--- config.mk ---
export PLATFORM = sky130hd
export DESIGN_NAME = stopwatch_lap_timer
export DESIGN_NICKNAME = d
export VERILOG_FILES = /design/src/rtl/stopwatch_pkg.sv /design/src/rtl/lap_fifo.sv /design/src/rtl/stopwatch_lap_timer.sv
export SDC_FILE = /design/constraint.sdc
export NUM_CORES = 1
export LEC_CHECK = 0
export BUFFER_PORTS_ARGS = -buffer_cell sky130_fd_sc_hd__buf_2
export CAP_MARGIN = 20
export CORE_MARGIN = 2
export CORE_UTILIZATION = 36
export CTS_CLUSTER_SIZE = 14
export DETAILED_ROUTE_END_ITERATION = 12
export SLEW_MARGIN = 20
export SYNTH_ARGS = -nofsm -noshare
export SYNTH_HDL_FRONTEND = slang
export SYNTH_SLANG_ARGS = --single-unit
--- constraint.sdc ---
create_clock -name clk -period 3 [get_ports clk]
set_input_delay 0.3 -clock clk [delete_from_list [all_inputs] [get_ports clk]]
set_output_delay 0.3 -clock clk [all_outputs]
set_load 0.05 [all_outputs]
--- src/rtl/stopwatch_pkg.sv ---
// Shared constants and helpers for the stopwatch/lap-timer block.
package stopwatch_pkg;

  // Status encodings, also driven directly on the status output.
  localparam logic [1:0] ST_IDLE  = 2'b00;
  localparam logic [1:0] ST_RUN   = 2'b01;
  localparam logic [1:0] ST_PAUSE = 2'b10;
  localparam logic [1:0] ST_EXP   = 2'b11;

  localparam logic [5:0] SEC_MAX = 6'd59;

  // Prescaler register width; a one-tick-per-second setup still needs one bit.
  function automatic int presc_width(input int ticks);
    return (ticks > 1) ? $clog2(ticks) : 1;
  endfunction

  // Out-of-range preset seconds saturate at 59.
  function automatic logic [5:0] clamp_sec(input logic [5:0] s);
    return (s > SEC_MAX) ? SEC_MAX : s;
  endfunction

endpackage

--- src/rtl/lap_fifo.sv ---
// Circular-buffer FIFO for captured lap times, show-ahead read port.
module lap_fifo #(
  parameter int DEPTH  = 4,
  parameter int DATA_W = 14
) (
  input  logic                       clk,
  input  logic                       rst,
  input  logic                       flush,
  input  logic                       push,
  input  logic                       pop,
  input  logic [DATA_W-1:0]          wdata,
  output logic [DATA_W-1:0]          rdata,
  output logic [$clog2(DEPTH+1)-1:0] count,
  output logic                       full,
  output logic                       empty,
  output logic                       overflow
);

  localparam int PTR_W = (DEPTH > 1) ? $clog2(DEPTH) : 1;
  localparam int CNT_W = $clog2(DEPTH + 1);

  logic [DATA_W-1:0] mem [DEPTH];
  logic [PTR_W-1:0]  wr_ptr;
  logic [PTR_W-1:0]  rd_ptr;
  logic [CNT_W-1:0]  count_q;
  logic              ovf_q;
  logic              do_pop;
  logic              do_push;

  // Pointer advance with wrap at DEPTH, so non-power-of-two depths work.
  function automatic logic [PTR_W-1:0] next_ptr(input logic [PTR_W-1:0] p);
    return (p == PTR_W'(DEPTH - 1)) ? '0 : p + PTR_W'(1);
  endfunction

  assign full     = (count_q == CNT_W'(DEPTH));
  assign empty    = (count_q == '0);
  assign do_pop   = pop && !empty;
  // A push into a full FIFO still lands when a pop frees the head slot.
  assign do_push  = push && (!full || do_pop);
  assign count    = count_q;
  assign overflow = ovf_q;
  assign rdata    = empty ? '0 : mem[rd_ptr];

  // Storage array write.
  // NOTE: the data array is deliberately not reset; empty masks stale contents and this keeps it a plain RAM.
  always_ff @(posedge clk) begin
    if (do_push && !flush) begin
      mem[wr_ptr] <= wdata;
    end
  end

  // Pointers, occupancy and sticky overflow.
  // NOTE: every register here is assigned with <= so all state updates see the pre-edge values.
  always_ff @(posedge clk) begin
    if (rst || flush) begin
      wr_ptr  <= '0;
      rd_ptr  <= '0;
      count_q <= '0;
      ovf_q   <= 1'b0;
    end else begin
      if (do_push) wr_ptr <= next_ptr(wr_ptr);
      if (do_pop)  rd_ptr <= next_ptr(rd_ptr);
      case ({do_push, do_pop})
        2'b10:   count_q <= count_q + CNT_W'(1);
        2'b01:   count_q <= count_q - CNT_W'(1);
        default: count_q <= count_q;
      endcase
      if (push && !do_push) ovf_q <= 1'b1;
    end
  end

endmodule

--- src/rtl/stopwatch_lap_timer.sv ---
// Up/down stopwatch with prescaler, countdown expiry and lap-capture FIFO.
module stopwatch_lap_timer
  import stopwatch_pkg::*;
#(
  parameter int TICKS_PER_SEC = 100,
  parameter int MIN_W         = 8,
  parameter int LAP_DEPTH     = 4
) (
  input  logic                           clk,
  input  logic                           rst,
  input  logic                           start,
  input  logic                           stop,
  input  logic                           clear,
  input  logic                           mode,
  input  logic [MIN_W-1:0]               load_min,
  input  logic [5:0]                     load_sec,
  input  logic                           lap,
  input  logic                           lap_rd,
  output logic [MIN_W-1:0]               minutes,
  output logic [5:0]                     seconds,
  output logic [1:0]                     status,
  output logic                           expired,
  output logic                           lap_valid,
  output logic [MIN_W-1:0]               lap_min,
  output logic [5:0]                     lap_sec,
  output logic [$clog2(LAP_DEPTH+1)-1:0] lap_count,
  output logic                           lap_overflow
);

  localparam int             PW         = presc_width(TICKS_PER_SEC);
  localparam logic [PW-1:0]  PRESC_LAST = PW'(TICKS_PER_SEC - 1);
  localparam int             DATA_W     = MIN_W + 6;

  logic [1:0]       state_q,  state_d;
  logic [PW-1:0]    presc_q,  presc_d;
  logic [MIN_W-1:0] min_q,    min_d;
  logic [5:0]       sec_q,    sec_d;
  logic             mode_q,   mode_d;
  logic             exp_q,    exp_d;

  logic              fifo_empty;
  logic              fifo_full;
  logic              lap_push;
  logic              lap_pop;
  logic [DATA_W-1:0] fifo_rdata;

  // Next-state logic: clear > stop > start, then prescaler and time counting.
  // NOTE: every variable gets its hold value first so no path can infer a latch.
  always_comb begin
    state_d = state_q;
    presc_d = presc_q;
    min_d   = min_q;
    sec_d   = sec_q;
    mode_d  = mode_q;
    exp_d   = 1'b0;

    if (clear) begin
      state_d = ST_IDLE;
      presc_d = '0;
      min_d   = '0;
      sec_d   = '0;
      mode_d  = 1'b0;
    end else begin
      case (state_q)
        ST_IDLE: begin
          if (!stop && start) begin
            mode_d  = mode;
            presc_d = '0;
            if (mode) begin
              min_d = load_min;
              sec_d = clamp_sec(load_sec);
              if (load_min == '0 && clamp_sec(load_sec) == '0) begin
                state_d = ST_EXP;
                exp_d   = 1'b1;
              end else begin
                state_d = ST_RUN;
              end
            end else begin
              min_d   = '0;
              sec_d   = '0;
              state_d = ST_RUN;
            end
          end
        end

        ST_RUN: begin
          if (stop) begin
            state_d = ST_PAUSE;
          end else if (presc_q == PRESC_LAST) begin
            presc_d = '0;
            if (!mode_q) begin
              if (sec_q == SEC_MAX) begin
                sec_d = '0;
                min_d = min_q + MIN_W'(1);
              end else begin
                sec_d = sec_q + 6'd1;
              end
            end else begin
              if (sec_q == '0) begin
                sec_d = SEC_MAX;
                min_d = min_q - MIN_W'(1);
              end else begin
                sec_d = sec_q - 6'd1;
              end
              if (min_q == '0 && sec_q == 6'd1) begin
                state_d = ST_EXP;
                exp_d   = 1'b1;
              end
            end
          end else begin
            presc_d = presc_q + PW'(1);
          end
        end

        ST_PAUSE: begin
          if (!stop && start) state_d = ST_RUN;
        end

        default: begin
          state_d = state_q;
        end
      endcase
    end
  end

  // State registers with synchronous reset.
  always_ff @(posedge clk) begin
    if (rst) begin
      state_q <= ST_IDLE;
      presc_q <= '0;
      min_q   <= '0;
      sec_q   <= '0;
      mode_q  <= 1'b0;
      exp_q   <= 1'b0;
    end else begin
      state_q <= state_d;
      presc_q <= presc_d;
      min_q   <= min_d;
      sec_q   <= sec_d;
      mode_q  <= mode_d;
      exp_q   <= exp_d;
    end
  end

  // Laps capture the time held before this edge; clear takes priority over both ends.
  assign lap_push = lap && !clear && (state_q == ST_RUN || state_q == ST_PAUSE);
  assign lap_pop  = lap_rd && !clear && !fifo_empty;

  lap_fifo #(
    .DEPTH  (LAP_DEPTH),
    .DATA_W (DATA_W)
  ) u_lap_fifo (
    .clk      (clk),
    .rst      (rst),
    .flush    (clear),
    .push     (lap_push),
    .pop      (lap_pop),
    .wdata    ({min_q, sec_q}),
    .rdata    (fifo_rdata),
    .count    (lap_count),
    .full     (fifo_full),
    .empty    (fifo_empty),
    .overflow (lap_overflow)
  );

  assign minutes   = min_q;
  assign seconds   = sec_q;
  assign status    = state_q;
  assign expired   = exp_q;
  assign lap_valid = !fifo_empty;
  assign lap_min   = fifo_rdata[DATA_W-1:6];
  assign lap_sec   = fifo_rdata[5:0];

  // Full flag is informational here; overflow tracking lives in the FIFO.
  logic unused_full;
  assign unused_full = fifo_full;

endmodule

==> results.ini, run 1 <==
[timing]
period_needed_ps=2410
rsz0062_at_grt=no
slew_headroom_pct=50.5
fmaxAchievable_ghz=0.416
tightest_slew_ps=743
hold_violations=0
setup_tns_ps=0
fin_skew_ps=5.89
hold_ws_ps=252
min_period_over_period_pct=80.2
slew_viol_final=0
finalSetupViolCount=0

[pwr]
vdd_drop_max_mv=0.288
power.internal_w=0.00213
p_comb_share_pct=6.9
p_leak_nw=1.96
switching_share_pct=22.5
power_switching_w=0.000621
cellPowerDensity_nw_per_um2=503
power.clock.fraction_pct=44.1
seq_power_share_pct=49.0

[cts]
cts_tree=built
cts_setup_buffers=0
worstSkewPairLatency_ps=340
holdBufCountCts=0
cts_inserted_buffers=9
cts.sinks=91
cts-root-buf=clkbuf_16
cts_resized=0
cts_buffer_depth=2
clk_pin_slew_worst_paths_ps=70
h-tree-depth=3

[logic_synthesis]
yosys.area.top_type=edfxtp_1
synth_cell_types=66
async_flop_share_pct=0
synth_nets=442
ys_seq_area_share_pct=51.1
synth_cells=399
ys_warn_count=0
synth_seq_cells=91
avgSynthCellArea_um2=11.7
synth_enable_flop_cells=56
ys.flop_type=edfxtp_1
synth_top_area_share_pct=36.1
synth_area_leaders=edfxtp_1 (36%), dfxtp_1 (15%), mux4_2 (6.8%), ha_1 (5.1%), nor2_1 (2.8%)
synth_area_um2=4660

[detailed_routing]
drcViolationCount=0
vias=3306
vias_per_cell=5.20
firstDrtPassIters=4
dr.first_iter.drc_count=221
detail-route-antenna-nets=0
wl_per_cell_um=16.4
drt-total-wl_mm=10.4

[global_routing]
grt_pass1_wl_mm=17.5
globalRouteTotalUtil_pct=16.0
antenna_found_initial=0
grt_pass1_vias=3356
grt_overflow=0
grt_start_max_net_pins=21

[run]
maxCapViolations=0

[finish]
layout-drive-gt1-share_pct=25.0
layout_common_cells=buf_2 (57), edfxtp_1 (56), nor2_1 (35), dfxtp_1 (35), nand2_1 (28)
register_area_um2=2380
fillers=1210
final_common_cell=buf_2
layout.nets=502
diodes=0
syn_to_final_growth_pct=17.5
multi_input_area_um2=2150

[die]
die_h_um=118
num_rows=41
start_util_pct=36.9
core_area_um2=12600
die_w_um=118
io_pins=58
die-area_um2=13900

[setup_path]
crit_required_ps=3030
path_cells=inv_1 > ha_1 > nand2_1 > nor3_1 > and2_1 > buf_4
critPathMaxFanout=14
rrSetupSlack_ps=590
cpPeakStageDelay_ps=570
arrival_ps=2430
worstSetupEndpointType=register
worstReg2RegStart=status[0]
cp-startpoint=status[0]
crit_slowest_cell=nor3_1
crit_type=reg2reg
reg2reg_depth=6
cp-start-kind=register
endpoint=u_lap_fifo.mem[3][8]
r2r-end=u_lap_fifo.mem[3][8]

[placed_design]
gp_congestion=0.862
dp_hpwl_mm=7.45
numPortBuffers=57

[status]
status=complete, no violations

[worst_hold_path]
min_path_type=in2reg
holdPathStages=3

layout make-up:
class / count / area share [%]
Clock buffer: 10 / 4.18
Clock inverter: 6 / 1.76
Inverter: 12 / 0.822
Multi-Input combinational cell: 278 / 39.2
Sequential cell: 91 / 43.5
Tap cell: 172 / 3.93
Timing Repair Buffer: 67 / 6.58
stage by stage:
stage               instances  power, W  util, %  cell area [um2]  setup WS (ps)
floorplan                 399   0.00150        -             4660           2.53
global placement          620   0.00157     40.8             5150            641
detailed placement        620   0.00157     40.8             5150            566
CTS                       636   0.00279     43.4             5480            552
global route              636   0.00288     43.4             5480            330
finish                    636   0.00275     43.4             5480            594
registers in the layout, indices dropped and copies added (netlist names), named ones only:
register	count
expired	1
minutes	8
mode_q	1
presc_q	7
seconds	6
status	2
u_lap_fifo.count	3
u_lap_fifo.mem	56
u_lap_fifo.overflow	1
u_lap_fifo.rd_ptr	2
u_lap_fifo.wr_ptr	2
cells in the mapped netlist, types with 2 or more instances:
cell and instances:
a2111oi_0 2, nor3_1 7, or3_1 2, ha_1 19, o21ai_2 2, and4_1 2
o21a_1 2, nand4_1 5, or2_2 2, a32oi_1 3, o21bai_1 2, nand2b_1 3
nand3_1 12, a21oi_1 16, dfxtp_1 35, nand2_1 28, a31oi_1 5, o311a_1 2
nor2b_1 7, nor4_1 5, a31oi_2 2, and2_1 18, nor4b_1 2, xor2_1 7
o21ai_0 15, buf_2 7, a211oi_1 8, fa_1 2, mux2i_1 8, clkbuf_1 10
xnor2_1 5, inv_1 12, edfxtp_1 56, mux4_2 14, nor2_1 35, a21o_1 3
a22oi_1 5
worst max-delay path, delay by kind of cell, from the launching register on:
kind | cells | cell delay (ps)
DFF | 1 | 370
and+or+nand+nor | 3 | 980
buffers and inverters | 2 | 320
adders and majority gates | 1 | 400
per-layer routing:
metal  routed length (um)  track usage, %  up-vias
met1                 4850            21.5     1596
met3                  417            4.17        8
met4                   95            4.07        0
li1                     -               -     1630
met2                 5090            25.9       72
met5                    0               0        -
power by group through the flow:
stage                     registers [W]  logic, W  clock network (W)
after floorplan                 0.00139  0.000112                  0
after global placement          0.00138  0.000188                  0
after detailed placement        0.00138  0.000189                  0
after CTS                       0.00135  0.000190            0.00125
after global routing            0.00135  0.000209            0.00132
final                           0.00135  0.000189            0.00122
worst min path at each step:
stage | to | from | slack, ps
floorplan | mode_q | mode | 450
global placement | u_lap_fifo.overflow | u_lap_fifo.overflow | 460
detailed placement | u_lap_fifo.overflow | u_lap_fifo.overflow | 470
CTS | minutes[3] | load_min[3] | 240
global route | minutes[3] | load_min[3] | 250
finish | minutes[3] | load_min[3] | 250
kinds of logic (layout without fill, tap and decap cells):
| group | count (synthesis) | in the layout | share of synthesized area (%) |
|---|---|---|---|
| AOI/OAI and AO/OA | 82 | 82 | 12.7 |
| xor gates and xnor gates | 12 | 12 | 2.26 |
| adders and majority gates | 21 | 21 | 5.96 |
| buffers and inverters | 30 | 95 | 2.77 |
| DFF | 91 | 91 | 51.1 |
| muxes | 23 | 23 | 8.73 |
| and+or+nand+nor | 140 | 140 | 16.4 |
Note: power is estimated with default switching activity, not from simulation.
==> run 2, diff against run 1 <==
==> constraint.sdc (replaced) <==
create_clock -name clk -period 2.3 [get_ports clk]
set_input_delay 0.23 -clock clk [delete_from_list [all_inputs] [get_ports clk]]
set_output_delay 0.23 -clock clk [all_outputs]
set_load 0.05 [all_outputs]
==> results.ini, run 2 (synthesis results as in run 1) <==
[timing]
setup_tns_ps=0  ; unchanged
slew_headroom_pct=61.3  ; +11 points
fmaxAchievable_ghz=0.472  ; +14%
hold_ws_ps=182  ; -70.1 ps
slew_viol_final=0  ; unchanged
fin_ws_ps=183  ; -411 ps
min_period_over_period_pct=92.0  ; +12 points
hold_violations=0  ; unchanged
tightest_slew_ps=579  ; -163 ps
fin_skew_ps=5.77  ; -0.118 ps
rsz0062_at_grt=no
finalSetupViolCount=0  ; unchanged
period_needed_ps=2120  ; -289 ps

[setup_path]
reg2reg_depth=9  ; +3
worstSetupEndpointType=register
critPathMaxFanout=4  ; -10
rrSetupSlack_ps=180  ; -410 ps
arrival_ps=2330  ; -100 ps
crit_type=reg2reg
cp-start-kind=register
r2r-end=u_lap_fifo.count[2]
crit_required_ps=2510  ; -520 ps
worstReg2RegStart=status[0]

[finish]
layout.nets=509  ; +1.4%
max_flop_register=u_lap_fifo.mem
diodes=0  ; unchanged
layout_common_cells=buf_2 (57), edfxtp_1 (56), nor2_1 (35)
layout-drive-gt1-share_pct=28.0  ; +3.0 points
final_common_cell=buf_2
largest_reg_flops=56  ; unchanged
syn_to_final_growth_pct=18.9
stdcell_count=643  ; +1.1%

[global_routing]
antenna_found_initial=0  ; unchanged
grt_pass1_wl_mm=16.6  ; -5.0%
grt_pass1_vias=3273  ; -2.5%
grt_start_max_net_pins=32  ; +52%
grt_overflow=0  ; unchanged
globalRouteTotalUtil_pct=15.0  ; -1.0 points

[die]
die_h_um=118  ; unchanged
core_area_um2=12600  ; unchanged
num_rows=41  ; unchanged
die-area_um2=13900  ; unchanged
io_pins=58  ; unchanged
start_util_pct=36.9  ; unchanged
die_w_um=118  ; unchanged

[placed_design]
post-place-ws_ps=152  ; -414 ps
numPortBuffers=57  ; unchanged
gp_congestion=0.847  ; -1.7%
dpl.cell_count=627  ; +1.1%
dp_hpwl_mm=7.40  ; -0.65%

[pwr]
p_leak_nw=2.00  ; +1.8%
cellPowerDensity_nw_per_um2=629  ; +25%
vdd_drop_max_mv=0.358  ; +24%

[worst_hold_path]
min_path_type=in2reg
hold-path-endpoint=minutes[3]
holdPathStages=3  ; unchanged
min_from=load_min[3]

[detailed_routing]
vias=3339  ; +1.0%
drcViolationCount=0  ; unchanged
detail-route-antenna-nets=0  ; unchanged
drt-total-wl_mm=10.2  ; -1.9%
dr.first_iter.drc_count=241  ; +9.0%
firstDrtPassIters=4  ; unchanged
vias_per_cell=5.19  ; -0.10%
wl_per_cell_um=15.9  ; -3.0%

[cts]
h-tree-depth=3  ; unchanged
cts_inserted_buffers=9  ; unchanged
cts_tree=built
cts-root-buf=clkbuf_16
cts_setup_buffers=0  ; unchanged
worstSkewPairLatency_ps=330  ; about the same
clk_pin_slew_worst_paths_ps=70  ; about the same
cts.sinks=91  ; unchanged
cts_buffer_depth=2  ; unchanged

[run]
maxCapViolations=0  ; unchanged

[status]
status=complete, no violations

-- run 2: cell types whose count changed in the layout (fill, tap and decap cells not counted), sizes merged --
cell	previous run	this run
buf	67	74
clkinv	1	2
bufinv	2	1
-- run 2: per-stage QoR --
step           power [W]  util [%]  cell area [um2]
6_report         0.00349      43.9             5540
5_1_grt          0.00360      43.9             5540
4_1_cts          0.00353      43.9             5540
3_5_place_dp     0.00205      41.5             5240
3_3_place_gp     0.00204      41.5             5240
2_1_floorplan    0.00196         -             4690
-- run 2: report_power, final --
| group | switching [W] | total (W) | leakage [nW] | internal, W |
|---|---|---|---|---|
| Clock | 0.000624 | 0.00148 | 0.145 | 0.000854 |
| Combinational | 0.000168 | 0.000261 | 1.08 | 0.0000925 |
| Sequential | 0.0000214 | 0.00175 | 0.772 | 0.00173 |
-- run 2: worst max-delay path by stage --
stage	from	to	slack, ps	cells past startpoint
floorplan	u_lap_fifo.count[0]	u_lap_fifo.count[2]	50	9
global route	status[0]	u_lap_fifo.count[2]	20	9
global placement	status[0]	u_lap_fifo.count[2]	200	9
finish	status[0]	u_lap_fifo.count[2]	180	9
detailed placement	status[0]	u_lap_fifo.count[2]	150	9
CTS	status[0]	u_lap_fifo.count[2]	150	9
-- run 2: layout make-up --
type                            instances  area [um2]
Fill cell                            1206        7080
Sequential cell                        91        2400
Multi-Input combinational cell        278        2150
Timing Repair Buffer                   74         425
Clock buffer                           10         229
Tap cell                              172         215
Clock inverter                          6        71.3
Inverter                               12        45.0
-- run 2: layer usage --
metal  routed length [um]  global-route usage (%)  up-vias
li1                     -                       -     1646
met1                 4750                    19.1     1602
met2                 4970                    25.3       74
met3                  368                    3.49       17
met4                  158                    4.82        0
met5                    0                       0        -
-- run 2: worst max-delay path, cell delays in order, from the launching register on --
cell and delay (ps):
dfxtp_4 360, inv_1 60, ha_1 340, nand2_1 100, nand3_1 100, fa_1 430, a2111oi_1 330, a31oi_1 80
a21oi_1 150, nor2_1 40
-- run 2: timing repair --
action	4_1_cts	5_1_grt
hold buffers	0	0
setup endpoints to repair	0	1
resized for setup	0	1
